<file path="src/rtl/dprx_pkg.sv">
// Shared types and constants for the data-plane receive path.
//   dprx_state_e : receive FSM states
//   dprx_pkt_t   : data-plane word layout {src_id, payload}
//   NULL_PAYLOAD : payload value that never carries data
package dprx_pkg;

    typedef enum logic [1:0] {
        IDLE = 2'd0,
        RECV = 2'd1,
        DONE = 2'd2
    } dprx_state_e;

    typedef struct packed {
        logic [15:0] src_id;
        logic [15:0] payload;
    } dprx_pkt_t;

    localparam logic [15:0] NULL_PAYLOAD = 16'h0000;

endpackage

</file>
<file path="src/rtl/rx_stack_ram.sv">
// Stack storage for received payloads: one write port, one registered read port.
// Ports:
//   clk, rst : clock, synchronous active-high reset (clears the read register only)
//   we, waddr, wdata : write port
//   re, raddr        : read request; rdata updates on the next edge, holds otherwise
//   rdata            : registered read data
module rx_stack_ram #(
    parameter int unsigned DEPTH = 64,
    parameter int unsigned WIDTH = 16,
    parameter int unsigned AW    = 6
) (
    input  logic             clk,
    input  logic             rst,
    input  logic             we,
    input  logic [AW-1:0]    waddr,
    input  logic [WIDTH-1:0] wdata,
    input  logic             re,
    input  logic [AW-1:0]    raddr,
    output logic [WIDTH-1:0] rdata
);

    logic [WIDTH-1:0] mem [DEPTH];
    logic [WIDTH-1:0] rdata_q;

    // Storage array, never reset.
    always_ff @(posedge clk) begin
        if (we) begin
            mem[waddr] <= wdata;
        end
    end

    // Registered read port.
    always_ff @(posedge clk) begin
        if (rst) begin
            rdata_q <= '0;
        end else if (re) begin
            rdata_q <= mem[raddr];
        end
    end

    assign rdata = rdata_q;

endmodule

</file>
<file path="src/rtl/data_plane_rx.sv">
// Data-plane receiver: filters granted-source packets into a LIFO stack and
// lets the GPP pop them one word per cycle.
// Optional feature: define DPRX_TIMEOUT_EN to abort a reception after
// TIMEOUT_CYCLES consecutive cycles without an accepted packet.
// Ports:
//   clk, rst               : clock, synchronous active-high reset
//   data_rx_flag           : reception granted by the control plane
//   data_rx_node_id        : granted source node
//   data_rx_packet         : {src_id, payload}
//   gpp_rtr                : pop request
//   data_rx_complete_flag  : high while the transfer is finished (DONE)
//   rtr_data, rtr_valid    : popped word, valid for one cycle per pop
//   sp_rx_current          : number of stored words
//   rx_full                : stack full
//   rx_overflow            : sticky, a word was dropped on full
//   rx_timeout             : sticky, a transfer was aborted by timeout
module data_plane_rx
    import dprx_pkg::*;
#(
    parameter int unsigned RAM_DEPTH      = 64,
    parameter int unsigned PKT_PER_XFER   = 5,
    parameter int unsigned TIMEOUT_CYCLES = 48
) (
    input  logic        clk,
    input  logic        rst,
    input  logic        data_rx_flag,
    input  logic [15:0] data_rx_node_id,
    input  logic [31:0] data_rx_packet,
    input  logic        gpp_rtr,
    output logic        data_rx_complete_flag,
    output logic [15:0] rtr_data,
    output logic        rtr_valid,
    output logic [15:0] sp_rx_current,
    output logic        rx_full,
    output logic        rx_overflow,
    output logic        rx_timeout
);

    localparam int unsigned AW  = $clog2(RAM_DEPTH);
    localparam int unsigned SPW = AW + 1;
    localparam int unsigned PCW = $clog2(PKT_PER_XFER + 1);

    localparam logic [SPW-1:0] SP_FULL  = SPW'(RAM_DEPTH);
    localparam logic [PCW-1:0] PKT_LAST = PCW'(PKT_PER_XFER);

    // Parameter legality.
    if ((RAM_DEPTH < 2) || ((RAM_DEPTH & (RAM_DEPTH - 1)) != 0)) begin : g_bad_depth
        $error("RAM_DEPTH must be a power of two and at least 2");
    end
    if (PKT_PER_XFER == 0) begin : g_bad_pkt
        $error("PKT_PER_XFER must be nonzero");
    end
    if (TIMEOUT_CYCLES == 0) begin : g_bad_tmo
        $error("TIMEOUT_CYCLES must be nonzero");
    end

    dprx_state_e    state_q, state_d;
    logic [PCW-1:0] pkt_cnt_q, pkt_cnt_d;
    logic [SPW-1:0] sp_q, sp_d;
    logic           ovf_q, ovf_d;
    logic           complete_q;
    logic           full_q;
    logic           rtr_valid_q;

    logic           accept_c;
    logic           push_c;
    logic           pop_c;
    dprx_pkt_t      pkt_c;

`ifdef DPRX_TIMEOUT_EN
    localparam int unsigned ICW = $clog2(TIMEOUT_CYCLES + 1);
    localparam logic [ICW-1:0] IDLE_LAST = ICW'(TIMEOUT_CYCLES);

    logic [ICW-1:0] idle_cnt_q, idle_cnt_d;
    logic           tmo_q, tmo_d;
`endif

    assign pkt_c = dprx_pkt_t'(data_rx_packet);

    // Next-state, stack pointer and sticky-flag logic.
    always_comb begin
        state_d   = state_q;
        pkt_cnt_d = pkt_cnt_q;
        sp_d      = sp_q;
        ovf_d     = ovf_q;
        accept_c  = 1'b0;
        push_c    = 1'b0;
        pop_c     = 1'b0;
`ifdef DPRX_TIMEOUT_EN
        idle_cnt_d = idle_cnt_q;
        tmo_d      = tmo_q;
`endif

        if ((state_q == RECV) && (pkt_c.src_id == data_rx_node_id) &&
            (pkt_c.payload != NULL_PAYLOAD)) begin
            accept_c = 1'b1;
        end

        // A push always wins over a pop in the same cycle.
        push_c = accept_c && (sp_q != SP_FULL);
        pop_c  = gpp_rtr && (sp_q != '0) && !push_c;

        if (push_c) begin
            sp_d = sp_q + SPW'(1);
        end else if (pop_c) begin
            sp_d = sp_q - SPW'(1);
        end

        if (accept_c && (sp_q == SP_FULL)) begin
            ovf_d = 1'b1;
        end

        unique case (state_q)
            IDLE: begin
                if (data_rx_flag) begin
                    state_d   = RECV;
                    pkt_cnt_d = '0;
`ifdef DPRX_TIMEOUT_EN
                    idle_cnt_d = '0;
`endif
                end
            end
            RECV: begin
                // Dropped packets still count toward the transfer.
                if (accept_c) begin
                    pkt_cnt_d = pkt_cnt_q + PCW'(1);
                end
`ifdef DPRX_TIMEOUT_EN
                if (accept_c) begin
                    idle_cnt_d = '0;
                end else begin
                    idle_cnt_d = idle_cnt_q + ICW'(1);
                end
`endif
                if (!data_rx_flag) begin
                    state_d = IDLE;
                end else if (accept_c && ((pkt_cnt_q + PCW'(1)) == PKT_LAST)) begin
                    state_d = DONE;
                end
`ifdef DPRX_TIMEOUT_EN
                else if (!accept_c && ((idle_cnt_q + ICW'(1)) == IDLE_LAST)) begin
                    state_d = DONE;
                    tmo_d   = 1'b1;
                end
`endif
            end
            DONE: begin
                if (!data_rx_flag) begin
                    state_d = IDLE;
                end
            end
            default: begin
                state_d = IDLE;
            end
        endcase
    end

    // State and output registers.
    always_ff @(posedge clk) begin
        if (rst) begin
            state_q     <= IDLE;
            pkt_cnt_q   <= '0;
            sp_q        <= '0;
            ovf_q       <= 1'b0;
            complete_q  <= 1'b0;
            full_q      <= 1'b0;
            rtr_valid_q <= 1'b0;
        end else begin
            state_q     <= state_d;
            pkt_cnt_q   <= pkt_cnt_d;
            sp_q        <= sp_d;
            ovf_q       <= ovf_d;
            complete_q  <= (state_d == DONE);
            full_q      <= (sp_d == SP_FULL);
            rtr_valid_q <= pop_c;
        end
    end

`ifdef DPRX_TIMEOUT_EN
    // Idle counter and timeout flag.
    always_ff @(posedge clk) begin
        if (rst) begin
            idle_cnt_q <= '0;
            tmo_q      <= 1'b0;
        end else begin
            idle_cnt_q <= idle_cnt_d;
            tmo_q      <= tmo_d;
        end
    end

    assign rx_timeout = tmo_q;
`else
    assign rx_timeout = 1'b0;
`endif

    rx_stack_ram #(
        .DEPTH (RAM_DEPTH),
        .WIDTH (16),
        .AW    (AW)
    ) u_ram (
        .clk   (clk),
        .rst   (rst),
        .we    (push_c),
        .waddr (AW'(sp_q)),
        .wdata (pkt_c.payload),
        .re    (pop_c),
        .raddr (AW'(sp_q - SPW'(1))),
        .rdata (rtr_data)
    );

    assign data_rx_complete_flag = complete_q;
    assign rtr_valid             = rtr_valid_q;
    assign sp_rx_current         = 16'(sp_q);
    assign rx_full               = full_q;
    assign rx_overflow           = ovf_q;

endmodule

</file>
<file path="config.mk">
export PLATFORM = sky130hd
export DESIGN_NAME = data_plane_rx
export DESIGN_NICKNAME = d
export VERILOG_FILES = /design/src/rtl/dprx_pkg.sv /design/src/rtl/rx_stack_ram.sv /design/src/rtl/data_plane_rx.sv
export SDC_FILE = /design/constraint.sdc
export NUM_CORES = 1
export LEC_CHECK = 0
export CORE_MARGIN = 2
export CORE_UTILIZATION = 50
export CTS_CLUSTER_SIZE = 30
export DETAILED_ROUTE_END_ITERATION = 10
export GPL_ROUTABILITY_DRIVEN = 0
export PLACE_DENSITY = 0.72
export SLEW_MARGIN = 30
export SYNTH_ARGS = -nofsm -noshare
export SYNTH_HDL_FRONTEND = slang
export SYNTH_SLANG_ARGS = --single-unit
</file>
<file path="constraint.sdc">
create_clock -name clk -period 10.1 [get_ports clk]
set_input_delay 2.02 -clock clk [delete_from_list [all_inputs] [get_ports clk]]
set_output_delay 2.02 -clock clk [all_outputs]
set_load 0.01 [all_outputs]
</file>
Word level (Yosys, flattened, before mapping)

Memories as Yosys holds them, arrays and structs flattened. A register that Yosys moved wholly into a read port is not among the register bits.
Cells that the tools add are included.

Add/sub/neg operators: 3
Equal/unequal tests: 10
Muxes and demuxes: 13
Reductions and logical operators: 13

Operators with widths:

| cell                | number |
|---|---|
| $eq 16x16->1        | 1 |
| $reduce_bool 16->1  | 1 |
| $eq 7x7->1 const B  | 2 |
| $mux 7              | 2 |
| $mux 2              | 4 |
| $add 7x1->7 const B | 1 |
| $logic_and 1x1->1   | 7 |
| $ne 7x7->1 const B  | 1 |
| $reduce_bool 7->1   | 1 |
| $sub 7x1->7 const B | 1 |
| $mux 3              | 2 |
| $pmux 2 s3          | 1 |
| $pmux 3 s2          | 1 |
| $eq 2x2->1 const B  | 2 |
| $ne 2x2->1 const B  | 2 |
| $add 3x1->3 const B | 1 |
| $eq 3x3->1 const B  | 1 |
| $mux 1              | 3 |
| $reduce_and 3->1    | 1 |
| $eq 2x1->1 const B  | 1 |
| $logic_not 2->1     | 1 |
| $reduce_bool 2->1   | 1 |
| $logic_not 1->1     | 1 |

Register bits after elaboration: 16
Memory bits (writable): 1024
Input bits: 52
Output and inout bits: 37
Logic and storage cells: 47
Memories: 1

Memory list:

| memory    | depth | bits a word | read ports | clocked after Yosys merged registers in | write ports | RTL line           | RTL |
|---|---|---|---|---|---|---|---|
| u_ram.mem | 64    | 16          | 1          | 1                                       | 1           | rx_stack_ram.sv:22 | `logic [WIDTH-1:0] mem [DEPTH];` |

Depth between registers and ports, before layout

Depth after elaboration: 10
Mapped depth: 12
Depth with buffers taken out: 9

Modules after synthesis

Synthesis repeated with hierarchy kept, for this count alone.

Cells, all modules: 2199
Area total of the unflattened synthesis: 41537.3 µm²

By module, submodules not included:

| module        | times used | cells each | area an instance (µm²) | seq. area each (µm²) |
|---|---|---|---|---|
| rx_stack_ram  | 1          | 2036       | 40146.0                | 31069.8 |
| data_plane_rx | 1          | 163        | 1391.3                 | 320.3 |

Worst setup path after synthesis

No wires, ideal clock.

Path type: input -> register
Start: in data_rx_node_id[7]
End: mem u_ram.mem[14][0], enable pin
Library setup time: 0.388 ns
Arrival: 4.504 ns
Data required time: 9.712 ns
Path slack: 5.208 ns
Stages on the path: 8
Buffers on the path: 2
Cell sequence: xor2_1 -> nor4_4 -> nand4_2 -> or2_1 -> buf_6 -> or4b_4 -> buf_6 -> nor2_1

Longest elaborated chain between the ends: 7

Ends and longest elaborated chain:

| what                            | RTL line             | RTL |
|---|---|---|
| start: declaration              | data_plane_rx.sv:27  | `input logic [15:0] data_rx_node_id,` |
| $eq 16x16->1                    | data_plane_rx.sv:94  | `if ((state_q == RECV) && (pkt_c.src_id == data_rx_node_id) &&` |
| $logic_and 1x1->1 (2 in series) | data_plane_rx.sv:94  |  |
| $mux 1                          | data_plane_rx.sv:94  |  |
| $logic_and 1x1->1               | data_plane_rx.sv:100 | `push_c = accept_c && (sp_q != SP_FULL);` |
| $mux 1                          | rx_stack_ram.sv:27   | `if (we) begin` |
| $mux 1 (implied by the code)    | rx_stack_ram.sv:28   | `mem[waddr] <= wdata;` |
| end: declaration                | rx_stack_ram.sv:22   |  |

Every way passes these cells.

Worst setup path after layout

Start: reg sp_q[0]
End: reg u_ram.rdata_q[3], in the netlist u_ram.rdata[3] (read register of u_ram.mem)

Longest elaborated chain between the ends: 4
Elaborated cells between the ends (all ways): 7
Classes of those cells: add/sub (1); eq/ne (1); reduce/logical (5)

Ends and longest elaborated chain:

| what                                                | RTL line             | RTL |
|---|---|---|
| start: declaration                                  | data_plane_rx.sv:59  | `logic [SPW-1:0] sp_q, sp_d;` |
| start signal: assignment                            | data_plane_rx.sv:171 | `sp_q <= sp_d;` |
| branches (longest 4 deep; another with $sub 7x1->7) | -                    |  |
| end: declaration                                    | rx_stack_ram.sv:23   | `logic [WIDTH-1:0] rdata_q;` |

Parallel ways; which one is timed is not known.
A chain may end at the register's enable or synchronous reset.

==> results.md <==
* Status: finished, final reports clean
* FF-to-FF setup slack at 4.56 ns
* Worst-path clk slew at 0.06 ns
* I/O Pins at 89
* Count leader, synth: edfxtp_1
* DRC viols at 0
* Vias per inst at 6.23
* Antenna violations before repair at 9
* Core box area at 83400 µm²
* R2R Path End: u_ram.rdata[3]
* Vias in the first global route at 23100
* Die H at 294 µm
* Warnings, synthesis at 0
* Max Slew Vio Count at 0
* Placed Area at 44200 µm²
* Power density over the cells at 307 nW/µm²
* Synth area leaders: edfxtp_1 73%, mux2i_1 12%, a22oi_1 4.6%, nand3_1 1.7%, dfxtp_1 1.5%
* Synthesized instance count at 2472
* Final nets at 2654
* Htree depth at 3
* Starting Density at 50.3%
* Max Root-Sink Buffers at 3
* Sequential area share after synthesis at 74.8%
* Share of flip-flops with an asynchronous set or reset at 0%
* Clock sinks at 1056
* Gr ovfl total at 0
* DR iter-0 viols at 2978
* Final hold violations at 0
* Worst skew pair latency at 0.66 ns
* R2R cell count at 10
* Yosys top cell area share at 73.2%
* Port Buffers at 78
* Required @ worst endpoint at 10.68 ns
* Critical path class: flop to flop
* Cell Area, Synth at 42000 µm²
* Worst hold path startpoint: pkt_cnt_q[0]
* Tmin final at 5.54 ns
* DIE AREA at 86300 µm²
* Final Cycle Share at 54.8%
* DIE WIDTH at 294 µm
* CP max stage delay at 0.88 ns
* CTS Hold Bufs at 0
* Hold Path Depth at 2
* Max Clk Rate at 181 MHz
* Largest net degree at the start of global routing at 129
* Root buffer cell: clkbuf_16
* Via count at 23500
* VDD IR max at 0.000390 V
* Critical path cell sequence: clkinv_1, ha_4, buf_12, buf_4, mux2i_1, a22oi_1, nand3_1, a21boi_0, nor4_1, a211oi_1
* Syn_area_per_cell at 17.0 µm²
* Share of layout cells above drive strength 1 at 11.4%
* Number of flops mapped to enable cells by yosys at 1024
* Resized cells post-CTS at 0
* Core Rows at 106
* Global-route wire length before repair at 151 mm
* CP startpoint kind: flop
* Total Routing Usage GR at 24.1%
* Setup Buffers After CTS at 0
* TritonCTS clock tree: built
* Critical Path AT at 6.12 ns
* Worst Max-Slew Pin Slew at 1.04 ns
* Hold WC Path Type: flop to flop
* CP endpoint kind: flop
* CP max stage cell: dfxtp_1
* Synth cell types at 67
* Total power at 0.0146 W
* Final instance area at 47700 µm²
* Hold worst-path end: pkt_cnt_q[0]
* First-pass DRT Iterations at 6
* FF+latch count, synth at 1056
* Top_reg_cell synth: edfxtp_1
* Max cap viols at 0
* DP Wirelength at 58.6 mm
* Area leader, netlist: edfxtp_1
* Reg-to-Reg Start: sp_q[0]
* Skew final at 0.0271 ns
* Area Overhead vs Synth at 13.6%
* Setup TNS at 0 ns
* Drt wl/cell at 27.7 µm
* CTS buffer count at 103
* RSZ-0062 raised after global routing: false
* Routed Wire Length at 104 mm
* Rel. slew slack at 30.6%
* Post-route ant nets at 0
* Final Setup Violations at 0
* Lkg Pwr at 15.6 nW
* Final hold slack at 0.488 ns
* Synth top cells by count: 1024 x edfxtp_1, 514 x mux2i_1, 256 x a22oi_1, 139 x nand3_1, 94 x nor2_1
* Maximum fanout along the worst path at 119
[layout make-up]
type | count | area (µm²)
multi-input cells | 1250 | 9930
diodes | 6 | 15.0
flip-flops and latches | 1056 | 31400
well taps | 1080 | 1350
repair buffers | 179 | 1550
clock inverters | 54 | 567
clock buffers | 138 | 2850
inverters | 8 | 30.0
fillers | 6110 | 35700
[cells by family after synthesis]
logic type / after synthesis / synth area share, %
other: 1 / 0.00893
AO/OA/AOI/OAI: 371 / 6.31
XOR/XNOR: 20 / 0.417
AND/OR/NAND/NOR: 330 / 4.15
adder cells (fa/ha/maj): 4 / 0.119
buffers and inverters: 175 / 1.95
flip-flops: 1056 / 74.8
multiplexers: 515 / 12.3
[where the power goes]
| group | switching (W) | internal, W |
|---|---|---|
| Clock | 0.00158 | 0.00226 |
| Sequential | 0.0000774 | 0.00483 |
| Combinational | 0.00380 | 0.00206 |
| Total | 0.00546 | 0.00916 |
[critical path, delay by kind of cell, from the launching register on]
kind / cells / cell delay (ns)
flops: 1 / 0.88
mux: 1 / 0.17
compound gates: 3 / 1.00
buf+inv: 3 / 2.11
fa+ha+maj: 1 / 0.77
simple gates: 2 / 0.30
[how the worst max path moves through the flow]
stage / from / endpoint / slack [ns] / cells past startpoint
after floorplan: data_rx_node_id[7] / u_ram.mem[14][0] / 5.21 / 8
after global placement: data_rx_packet[2] / u_ram.mem[11][0] / 4.10 / 8
after detailed placement: data_rx_packet[2] / u_ram.mem[10][6] / 4.21 / 9
after CTS: sp_q[0] / u_ram.rdata[4] / 4.57 / 10
after global routing: sp_q[0] / u_ram.rdata[15] / 4.24 / 10
final: sp_q[0] / u_ram.rdata[3] / 4.56 / 10
[layer usage]
layer | GRT usage (%) | wire, µm | vias up
li1 | - | - | 10100
met1 | 32.9 | 42200 | 11900
met2 | 37.7 | 48700 | 1230
met3 | 5.69 | 10200 | 190
met4 | 8.49 | 3030 | 8
met5 | 2.04 | 269 | -
[cell usage in the layout, fill, tap and decap left out, types with 12 or more instances in the layout]
master	netlist	layout
dfxtp_1	32	32
nand3_1	139	139
clkinv_1	1	18
buf_4	11	90
nor4_1	27	27
clkdlybuf4s50_1	0	62
clkbuf_1	84	24
edfxtp_1	1024	1024
a21oi_1	56	56
nor2_1	94	87
a211oi_1	16	16
mux2i_1	514	514
clkbuf_16	0	106
buf_2	46	16
a22oi_1	256	256
clkinv_2	0	17
xor2_1	15	15
nand2_1	12	12
[per-stage QoR]
stage | util [%] | setup slack [ns] | instances
6_report | 57.2 | 4.56 | 3771
5_1_grt | 57.2 | 4.24 | 3769
4_1_cts | 57.1 | 4.57 | 3765
3_5_place_dp | 53.0 | 4.21 | 3573
3_3_place_gp | 52.9 | 4.10 | 3568
2_1_floorplan | - | 5.21 | 2481
[state kept, by name, indices dropped and copies added (netlist names)]
register and cells:
pkt_cnt_q 3, u_ram.mem 1024, rx_full 1, rx_overflow 1
sp_q 7, rtr_valid 1, u_ram.rdata 16, data_rx_complete_flag 1
state_q 2
Note: power is estimated with default switching activity, not from simulation.
